===== config.mk =====
export PLATFORM = sky130hd
export DESIGN_NAME = mc_control_fsm
export DESIGN_NICKNAME = d
export VERILOG_FILES = /design/src/rtl/mc_ctrl_pkg.sv /design/src/rtl/mc_ctrl_decode.sv /design/src/rtl/mc_control_fsm.sv
export SDC_FILE = /design/constraint.sdc
export NUM_CORES = 1
export LEC_CHECK = 0
export CORE_UTILIZATION = 51
export CTS_BUF_LIST = sky130_fd_sc_hd__clkbuf_16
export DETAILED_ROUTE_END_ITERATION = 7
export PLACE_DENSITY = 0.82
export SLEW_MARGIN = 15
export SYNTH_ARGS = -nofsm -noshare
export SYNTH_HDL_FRONTEND = slang
export SYNTH_SLANG_ARGS = --single-unit

===== constraint.sdc =====
create_clock -name CLK -period 3.32 [get_ports CLK]
set_clock_uncertainty 0.2 [all_clocks]
set_input_delay 0.498 -clock CLK [delete_from_list [all_inputs] [get_ports CLK]]
set_output_delay 0.498 -clock CLK [all_outputs]
set_load 0.05 [all_outputs]

===== src/rtl/mc_ctrl_pkg.sv =====
// Shared definitions for the multicycle MIPS main control unit.
//   - state_t : 4-bit state encoding (also driven out on State for debug)
//   - OP_*    : opcode constants for the six supported instruction classes
//   - ALUOP_*, SRCB_*, PCSRC_* : datapath mux / ALU control codes
//   - ctrl_t  : the control word produced by the state decoder
package mc_ctrl_pkg;

    typedef enum logic [3:0] {
        S_RESET  = 4'd0,
        S_FETCH  = 4'd1,
        S_DECODE = 4'd2,
        S_MEMADR = 4'd3,
        S_MEMRD  = 4'd4,
        S_MEMWB  = 4'd5,
        S_MEMWR  = 4'd6,
        S_EXEC   = 4'd7,
        S_RWB    = 4'd8,
        S_BRANCH = 4'd9,
        S_JUMP   = 4'd10,
        S_ADDIEX = 4'd11,
        S_ADDIWB = 4'd12,
        S_HALT   = 4'd13
    } state_t;

    localparam logic [5:0] OP_RTYPE = 6'b000000;
    localparam logic [5:0] OP_LW    = 6'b100011;
    localparam logic [5:0] OP_SW    = 6'b101011;
    localparam logic [5:0] OP_BEQ   = 6'b000100;
    localparam logic [5:0] OP_J     = 6'b000010;
    localparam logic [5:0] OP_ADDI  = 6'b001000;

    localparam logic [1:0] ALUOP_ADD   = 2'b00;
    localparam logic [1:0] ALUOP_SUB   = 2'b01;
    localparam logic [1:0] ALUOP_FUNCT = 2'b10;

    localparam logic [1:0] SRCB_B       = 2'b00;
    localparam logic [1:0] SRCB_FOUR    = 2'b01;
    localparam logic [1:0] SRCB_IMM     = 2'b10;
    localparam logic [1:0] SRCB_IMM_SH2 = 2'b11;

    localparam logic [1:0] PCSRC_ALU    = 2'b00;
    localparam logic [1:0] PCSRC_ALUOUT = 2'b01;
    localparam logic [1:0] PCSRC_JUMP   = 2'b10;

    typedef struct packed {
        logic       pcwrite;
        logic       branch;
        logic       iord;
        logic       memread;
        logic       memwrite;
        logic       irwrite;
        logic       memtoreg;
        logic       regdst;
        logic       regwrite;
        logic       alusrca;
        logic [1:0] alusrcb;
        logic [1:0] aluop;
        logic [1:0] pcsource;
        logic       illegal;
    } ctrl_t;

    function automatic logic op_known(input logic [5:0] op);
        return (op == OP_RTYPE) || (op == OP_LW) || (op == OP_SW) ||
               (op == OP_BEQ)   || (op == OP_J)  || (op == OP_ADDI);
    endfunction

endpackage


===== src/rtl/mc_ctrl_decode.sv =====
// Combinational state decoder: current state -> datapath control word.
// Ports:
//   state     in  4  current state code
//   op        in  6  IR opcode, used only to flag an illegal opcode in DECODE
//   mem_ready in  1  memory handshake, qualifies IR/PC loads in FETCH
//   ctrl      out    control word (all fields 0 unless set for the state)
module mc_ctrl_decode
    import mc_ctrl_pkg::*;
(
    input  logic [3:0] state,
    input  logic [5:0] op,
    input  logic       mem_ready,
    output ctrl_t      ctrl
);

    always_comb begin
        ctrl = '0;
        case (state)
            S_FETCH: begin
                ctrl.memread = 1'b1;
                ctrl.alusrcb = SRCB_FOUR;
                // IR and PC load only on the cycle the instruction word arrives.
                ctrl.irwrite = mem_ready;
                ctrl.pcwrite = mem_ready;
            end
            S_DECODE: begin
                // Precompute the branch target into ALUOut.
                ctrl.alusrcb = SRCB_IMM_SH2;
                ctrl.illegal = !op_known(op);
            end
            S_MEMADR, S_ADDIEX: begin
                ctrl.alusrca = 1'b1;
                ctrl.alusrcb = SRCB_IMM;
            end
            S_MEMRD: begin
                ctrl.memread = 1'b1;
                ctrl.iord    = 1'b1;
            end
            S_MEMWB: begin
                ctrl.regwrite = 1'b1;
                ctrl.memtoreg = 1'b1;
            end
            S_MEMWR: begin
                ctrl.memwrite = 1'b1;
                ctrl.iord     = 1'b1;
            end
            S_EXEC: begin
                ctrl.alusrca = 1'b1;
                ctrl.alusrcb = SRCB_B;
                ctrl.aluop   = ALUOP_FUNCT;
            end
            S_RWB: begin
                ctrl.regwrite = 1'b1;
                ctrl.regdst   = 1'b1;
            end
            S_BRANCH: begin
                ctrl.alusrca  = 1'b1;
                ctrl.alusrcb  = SRCB_B;
                ctrl.aluop    = ALUOP_SUB;
                ctrl.pcsource = PCSRC_ALUOUT;
                ctrl.branch   = 1'b1;
            end
            S_JUMP: begin
                ctrl.pcwrite  = 1'b1;
                ctrl.pcsource = PCSRC_JUMP;
            end
            S_ADDIWB: begin
                ctrl.regwrite = 1'b1;
            end
            default: ; // S_RESET, S_HALT and unused codes: everything 0
        endcase
    end

endmodule


===== src/rtl/mc_control_fsm.sv =====
// Multicycle main control FSM for the 10-instruction MIPS core.
// Ports:
//   CLK, Rst (async active-low)      clock / reset
//   Op, Zero, Mem_Ready              opcode, ALU zero flag, memory handshake
//   PCEn .. PCSource                 datapath enables and mux selects
//   State                            current state (debug)
//   Illegal                          one-cycle pulse on an unknown opcode
//   Inst_Count                       retired-instruction counter (wraps)
module mc_control_fsm
    import mc_ctrl_pkg::*;
#(
    parameter int CNT_W        = 32,
    parameter bit ILLEGAL_HALT = 1'b0
) (
    input  logic             CLK,
    input  logic             Rst,
    input  logic [5:0]       Op,
    input  logic             Zero,
    input  logic             Mem_Ready,
    output logic             PCEn,
    output logic             IorD,
    output logic             MemRead,
    output logic             MemWrite,
    output logic             IRWrite,
    output logic             MemtoReg,
    output logic             RegDst,
    output logic             RegWrite,
    output logic             ALUSrcA,
    output logic [1:0]       ALUSrcB,
    output logic [1:0]       ALUOp,
    output logic [1:0]       PCSource,
    output logic [3:0]       State,
    output logic             Illegal,
    output logic [CNT_W-1:0] Inst_Count
);

    // Held as a plain 4-bit vector so unused codes remain representable
    // and can be steered back to S_RESET.
    logic [3:0]       state_reg, state_next;
    logic [CNT_W-1:0] count_reg, count_next;
    logic             retire;
    ctrl_t            ctrl;

    always_ff @(posedge CLK or negedge Rst) begin
        if (!Rst) begin
            state_reg <= S_RESET;
            count_reg <= '0;
        end else begin
            state_reg <= state_next;
            count_reg <= count_next;
        end
    end

    always_comb begin
        state_next = S_RESET;
        case (state_reg)
            S_RESET:  state_next = S_FETCH;
            S_FETCH:  state_next = Mem_Ready ? S_DECODE : S_FETCH;
            S_DECODE: begin
                case (Op)
                    OP_RTYPE:     state_next = S_EXEC;
                    OP_LW, OP_SW: state_next = S_MEMADR;
                    OP_BEQ:       state_next = S_BRANCH;
                    OP_J:         state_next = S_JUMP;
                    OP_ADDI:      state_next = S_ADDIEX;
                    default:      state_next = ILLEGAL_HALT ? S_HALT : S_FETCH;
                endcase
            end
            S_MEMADR: state_next = (Op == OP_SW) ? S_MEMWR : S_MEMRD;
            S_MEMRD:  state_next = Mem_Ready ? S_MEMWB : S_MEMRD;
            S_MEMWR:  state_next = Mem_Ready ? S_FETCH : S_MEMWR;
            S_EXEC:   state_next = S_RWB;
            S_ADDIEX: state_next = S_ADDIWB;
            S_MEMWB, S_RWB, S_BRANCH, S_JUMP, S_ADDIWB: state_next = S_FETCH;
            S_HALT:   state_next = S_HALT;
            default:  state_next = S_RESET;
        endcase
    end

    // An instruction retires on the edge that leaves its final state.
    always_comb begin
        retire = 1'b0;
        case (state_reg)
            S_MEMWB, S_RWB, S_BRANCH, S_JUMP, S_ADDIWB: retire = 1'b1;
            S_MEMWR: retire = Mem_Ready;
            default: retire = 1'b0;
        endcase
        count_next = count_reg;
        if (retire) begin
            count_next = count_reg + {{(CNT_W-1){1'b0}}, 1'b1};
        end
    end

    mc_ctrl_decode u_decode (
        .state     (state_reg),
        .op        (Op),
        .mem_ready (Mem_Ready),
        .ctrl      (ctrl)
    );

    assign PCEn       = ctrl.pcwrite | (ctrl.branch & Zero);
    assign IorD       = ctrl.iord;
    assign MemRead    = ctrl.memread;
    assign MemWrite   = ctrl.memwrite;
    assign IRWrite    = ctrl.irwrite;
    assign MemtoReg   = ctrl.memtoreg;
    assign RegDst     = ctrl.regdst;
    assign RegWrite   = ctrl.regwrite;
    assign ALUSrcA    = ctrl.alusrca;
    assign ALUSrcB    = ctrl.alusrcb;
    assign ALUOp      = ctrl.aluop;
    assign PCSource   = ctrl.pcsource;
    assign Illegal    = ctrl.illegal;
    assign State      = state_reg;
    assign Inst_Count = count_reg;

endmodule


# ---- Yosys cells after proc, flatten, opt, wreduce, memory -nomap -nowiden
# Index checks and enable logic that the tools add are counted.
dict set report word_totals {
  register_bits 36
  wordCells 60
  out_inout_bits 52
  inputBits 10
}
dict set report op_classes {
  n_addsub 1
  reduce_logical 16
  n_mux 21
  bitwise_logic 2
  n_eq_ne 18
}
# cell count
set ops {}
lappend ops {{$pmux 4 s9} 1}
lappend ops {{$add 32x1->32 const B} 1}
lappend ops {{$eq 4x4->1 const B} 6}
lappend ops {{$pmux 4 s5} 1}
lappend ops {{$eq 4x3->1 const B} 4}
lappend ops {{$eq 6x6->1 const B} 2}
lappend ops {{$mux 1} 11}
lappend ops {{$eq 4x2->1 const B} 2}
lappend ops {{$pmux 2 s2} 2}
lappend ops {{$reduce_or 2->1} 4}
lappend ops {{$eq 6x2->1 const B} 1}
lappend ops {{$eq 6x3->1 const B} 1}
lappend ops {{$eq 6x4->1 const B} 1}
lappend ops {{$logic_not 6->1} 1}
lappend ops {{$pmux 2 s3} 1}
lappend ops {{$reduce_or 6->1} 1}
lappend ops {{$logic_or 1x1->1} 5}
lappend ops {{$reduce_or 5->1} 1}
lappend ops {{$eq 4x1->1 const B} 1}
lappend ops {{$logic_not 4->1} 1}
lappend ops {{$mux 2} 2}
lappend ops {{$pmux 1 s2} 2}
lappend ops {{$reduce_or 4->1} 1}
lappend ops {{$mux 3} 1}
lappend ops {{4 further kinds} 4}

# ---- Longest topological paths before layout
dict set report depth {
  word_depth 8
  mapped_depth 6
  mapped_depth_nobuf 5
}

# ---- Hierarchy
# A second synthesis with hierarchy kept.
dict set report unflattened {
  hier_cells 216
  area_unflattened_um2 2194.6
}
# module area_each_um2 seq_area_each_um2 n_inst cells_per_inst
set modules_own_cells {}
lappend modules_own_cells {mc_control_fsm 1951.9 900.9 1 183}
lappend modules_own_cells {mc_ctrl_decode 242.7 0.0 1 33}

# ---- Worst setup path before layout
# No wires, ideal clock.
dict set report synth_path {
  kind {reg2out}
  start {register state_reg[1], in the netlist State[1]}
  end {output Illegal}
  arrival_ps 2492
  stages_incl_launch_ff 5
  t_required_ps 2622
  n_path_buf 2
  setup_slack_ps 130
  path_cell_list {dfrtp_1 > buf_2 > clkbuf_1 > nand3_1 > nor3b_1}
}
dict set report synth_between {
  elab_chain_cells 2
}
# element line_no
set synth_rtl {}
lappend synth_rtl {{start, declared} mc_control_fsm.sv:39} ;# logic [3:0] state_reg, state_next;
lappend synth_rtl {{start signal, assigned} mc_control_fsm.sv:49} ;# state_reg <= state_next;
lappend synth_rtl {{$eq 4x2->1} mc_ctrl_decode.sv:18} ;# case (state)
lappend synth_rtl {{$mux 1} mc_ctrl_decode.sv:18}
lappend synth_rtl {{end, declared} mc_control_fsm.sv:33} ;# output logic Illegal,
# Every way passes these cells.

# ---- Final worst setup path
dict set report layout_path {
  start {register state_reg[1], in the netlist State[1]}
  end {output PCEn}
}
dict set report layout_between {
  elab_chain_cells 4
  word_cells_on_any_way 7
  cone_classes {3 x eq/ne; 2 x mux; 2 x bitwise}
}
# element line_no
set layout_rtl {}
lappend layout_rtl {{$eq 4x4->1} mc_ctrl_decode.sv:18}
lappend layout_rtl {{$mux 1} mc_ctrl_decode.sv:18}
lappend layout_rtl {{$and 1x1->1} mc_control_fsm.sv:101} ;# assign PCEn = ctrl.pcwrite | (ctrl.branch & Zero);
lappend layout_rtl {{$or 1x1->1 (*)} mc_control_fsm.sv:101}
lappend layout_rtl {{end, declared} mc_control_fsm.sv:20} ;# output logic PCEn,
# Every way passes the cells marked *; elsewhere a longest branch is shown, timed or not.

==> metrics.cfg <==
[status]
outcome = completed

[place]
gp_congestion = 0.8221
io_buffer_count = 61
dp_hpwl_um = 3565

[synthesis]
syn_area_per_cell_um2 = 9.924
synth_cells = 219
synth_area_mm2 = 0.002173
synth_edf_count = 0
syn_nets = 230
synthArstFlopShare_pct = 100.0
synth-seq-area-share_pct = 41.45
synth_ff_type = dfrtp_1
synth_top_area_share_pct = 41.45
ys_top_cells_by_area = dfrtp_1, xnor2_1, o2111ai_1, nor2_1, xor2_1
synth_cell_types = 46
synth.largest_area_cell = dfrtp_1
yosysWarnings = 0
synth_seq_cells = 36

[timing]
finalSetupViolCount = 0
worst_pin_slew_ns = 0.5316
tns_ns = 0
slew_viol_final = 0
relSlewSlack_pct = 64.23
fin_crit_ns = 3.059
rsz0062_at_grt = no
clock.fmax_ghz = 0.3269
hold_viol_final = 0
fin_crit_sh_pct = 92.15
hold_ws_ns = 0.2750

[cts]
tritoncts = yes
cts-htree-levels = 2
clockBufferDepth = 2
cts_hold_buf = 0
clk_pin_slew_ns = 0.05
cts-resized-gates = 0
cts_setup_buffers = 0
cts_sinks = 36
clk_latency_ns = 0.28
root_buffer = clkbuf_16
cts_buffers = 5

[floorplanning]
num_rows = 23
core-area_mm2 = 0.004058
start_util_pct = 53.56
dieArea_mm2 = 0.004527
io_pins = 62
die_w_um = 67.28
die_y_um = 67.28

[pwr]
power.total_w = 0.002263
power.density_cell_area_mw_per_mm2 = 770.2
ir_worst_vdd_v = 0.0005071
leakagePower_nw = 1.104

[setup_path]
crit_path_start_kind = flop
reg2reg_slack_ns = 1.19
crit_fanout = 19
worstSetupPathType = flop to output pin
crit_required_ns = 2.62
endpoint_kind = output pin
cp.arrival_ns = 2.36

[route]
routed_via_density = 5.867
wl_um = 5010
wire_per_inst_um = 15.18
drtIter0Drc = 150
drtAntennaViolNets = 0
firstDrtPassIters = 4
drc = 0
vias = 1936

[flow_run]
maxCapViolations = 0

[cells_and_area]
utilization_pct = 72.40
regArea_um2 = 900.9
diodes = 0
nFillCells = 306
multi_input_area_mm2 = 0.001185
drive_gt1_share_pct = 6.786
syn2layout_area_growth_pct = 35.18
final_nets = 290

[global_route]
grt_pass1_vias = 1746
grt_overflow_total = 0
grt_usage_pct = 23.94
antenna_found_initial = 0
grt_max_degree = 37
grt_pass1_wl_um = 8190

[hold_path]
hold_path_class = flop to flop

final timing paths:
| path | start | end | cells after the start |
|---|---|---|---|
| worst max-delay path | State[1] | PCEn | 4 |
| worst min-delay path | Inst_Count[31] | Inst_Count[31] | 1 |
| worst max register to register | State[1] | Inst_Count[30] | 5 |
| worst min register to register | Inst_Count[31] | Inst_Count[31] | 1 |
| max in group asynchronous | Rst | Inst_Count[12] | 2 |
| min in group asynchronous | Rst | Inst_Count[3] | 2 |
critical path, cell delays in order (launching register included):
cell             delay, ns
dfrtp_1               0.57
nand2b_1              0.33
nor2_1                0.24
a211o_1               0.15
clkdlybuf4s50_1       0.80
logic make-up (layout without fill, tap and decap cells):
logic type	Yosys count	count (layout)	synth area share, %
mux	1	1	0.5181
xor+xnor	33	33	13.30
buf+inv	17	78	4.030
simple gates	78	78	20.21
compound gates	52	52	19.40
flops	36	36	41.45
fa+ha+maj	2	2	1.094
final cells by class:
| class | count | share of cell area, % |
|---|---|---|
| Multi-Input combinational cell | 166 | 40.33 |
| Clock inverter | 3 | 0.3833 |
| Inverter | 6 | 0.7666 |
| Tap cell | 50 | 2.129 |
| Clock buffer | 5 | 4.259 |
| Sequential cell | 36 | 30.66 |
| Timing Repair Buffer | 64 | 21.47 |
layout by cell type (no fill, tap or decap), types with 3 or more instances in the layout:
cell type / instances
clkdlybuf4s50_1: 60
dfrtp_1: 36
xnor2_1: 26
nor2_1: 24
nand3_1: 12
o2111ai_1: 12
o21ai_0: 9
inv_1: 8
nand2_1: 7
xor2_1: 7
o211ai_1: 7
and3_1: 6
nand2b_1: 5
nor4_1: 5
clkbuf_16: 5
a21boi_0: 4
a21oi_1: 4
buf_4: 4
or3_1: 3
a211oi_1: 3
routing by layer:
metal	track usage, %	routed length (µm)	vias up
li1	-	-	933
met1	31.63	2150	928
met2	38.88	2526	69
met3	5.743	275	6
met4	6.649	58	0
met5	0	0	-
metrics by stage:
step | std cells | area [µm²] | setup WS, ns
3_5_place_dp | 322 | 2801 | 0.4710
4_1_cts | 330 | 2938 | 0.2694
3_3_place_gp | 322 | 2801 | 0.4979
2_1_floorplan | 219 | 2173 | 0.1303
5_1_grt | 330 | 2938 | 0.1580
6_report | 330 | 2938 | 0.2607
power by group:
part           internal (W)  switching [W]  total, W
Combinational      0.000385       0.000780   0.00117
Clock              0.000269       0.000163  0.000433
Sequential         0.000512       0.000153  0.000665
Yosys cell counts, types with 2 or more instances:
| cell | instances |
|---|---|
| o211ai_1 | 7 |
| o2111ai_1 | 12 |
| a211oi_1 | 3 |
| a21boi_0 | 4 |
| inv_1 | 6 |
| and3_1 | 6 |
| xnor2_1 | 26 |
| nor2_1 | 24 |
| nor4_2 | 2 |
| nand3_1 | 12 |
| a21o_1 | 2 |
| a2111oi_4 | 2 |
| nand4_1 | 2 |
| nand2b_1 | 5 |
| and2_1 | 2 |
| clkbuf_1 | 3 |
| a21oi_1 | 4 |
| dfrtp_1 | 36 |
| nor4_1 | 5 |
| or3_1 | 3 |
| buf_2 | 4 |
| nor3_1 | 2 |
| buf_4 | 3 |
| o31ai_1 | 2 |
| o21ai_0 | 9 |
| xor2_1 | 7 |
| nand2_1 | 7 |
flip-flops by register name (all words and copies together), names as in the netlist:
register	flops
Inst_Count	32
State	4
(Power assumes the default switching activity.)
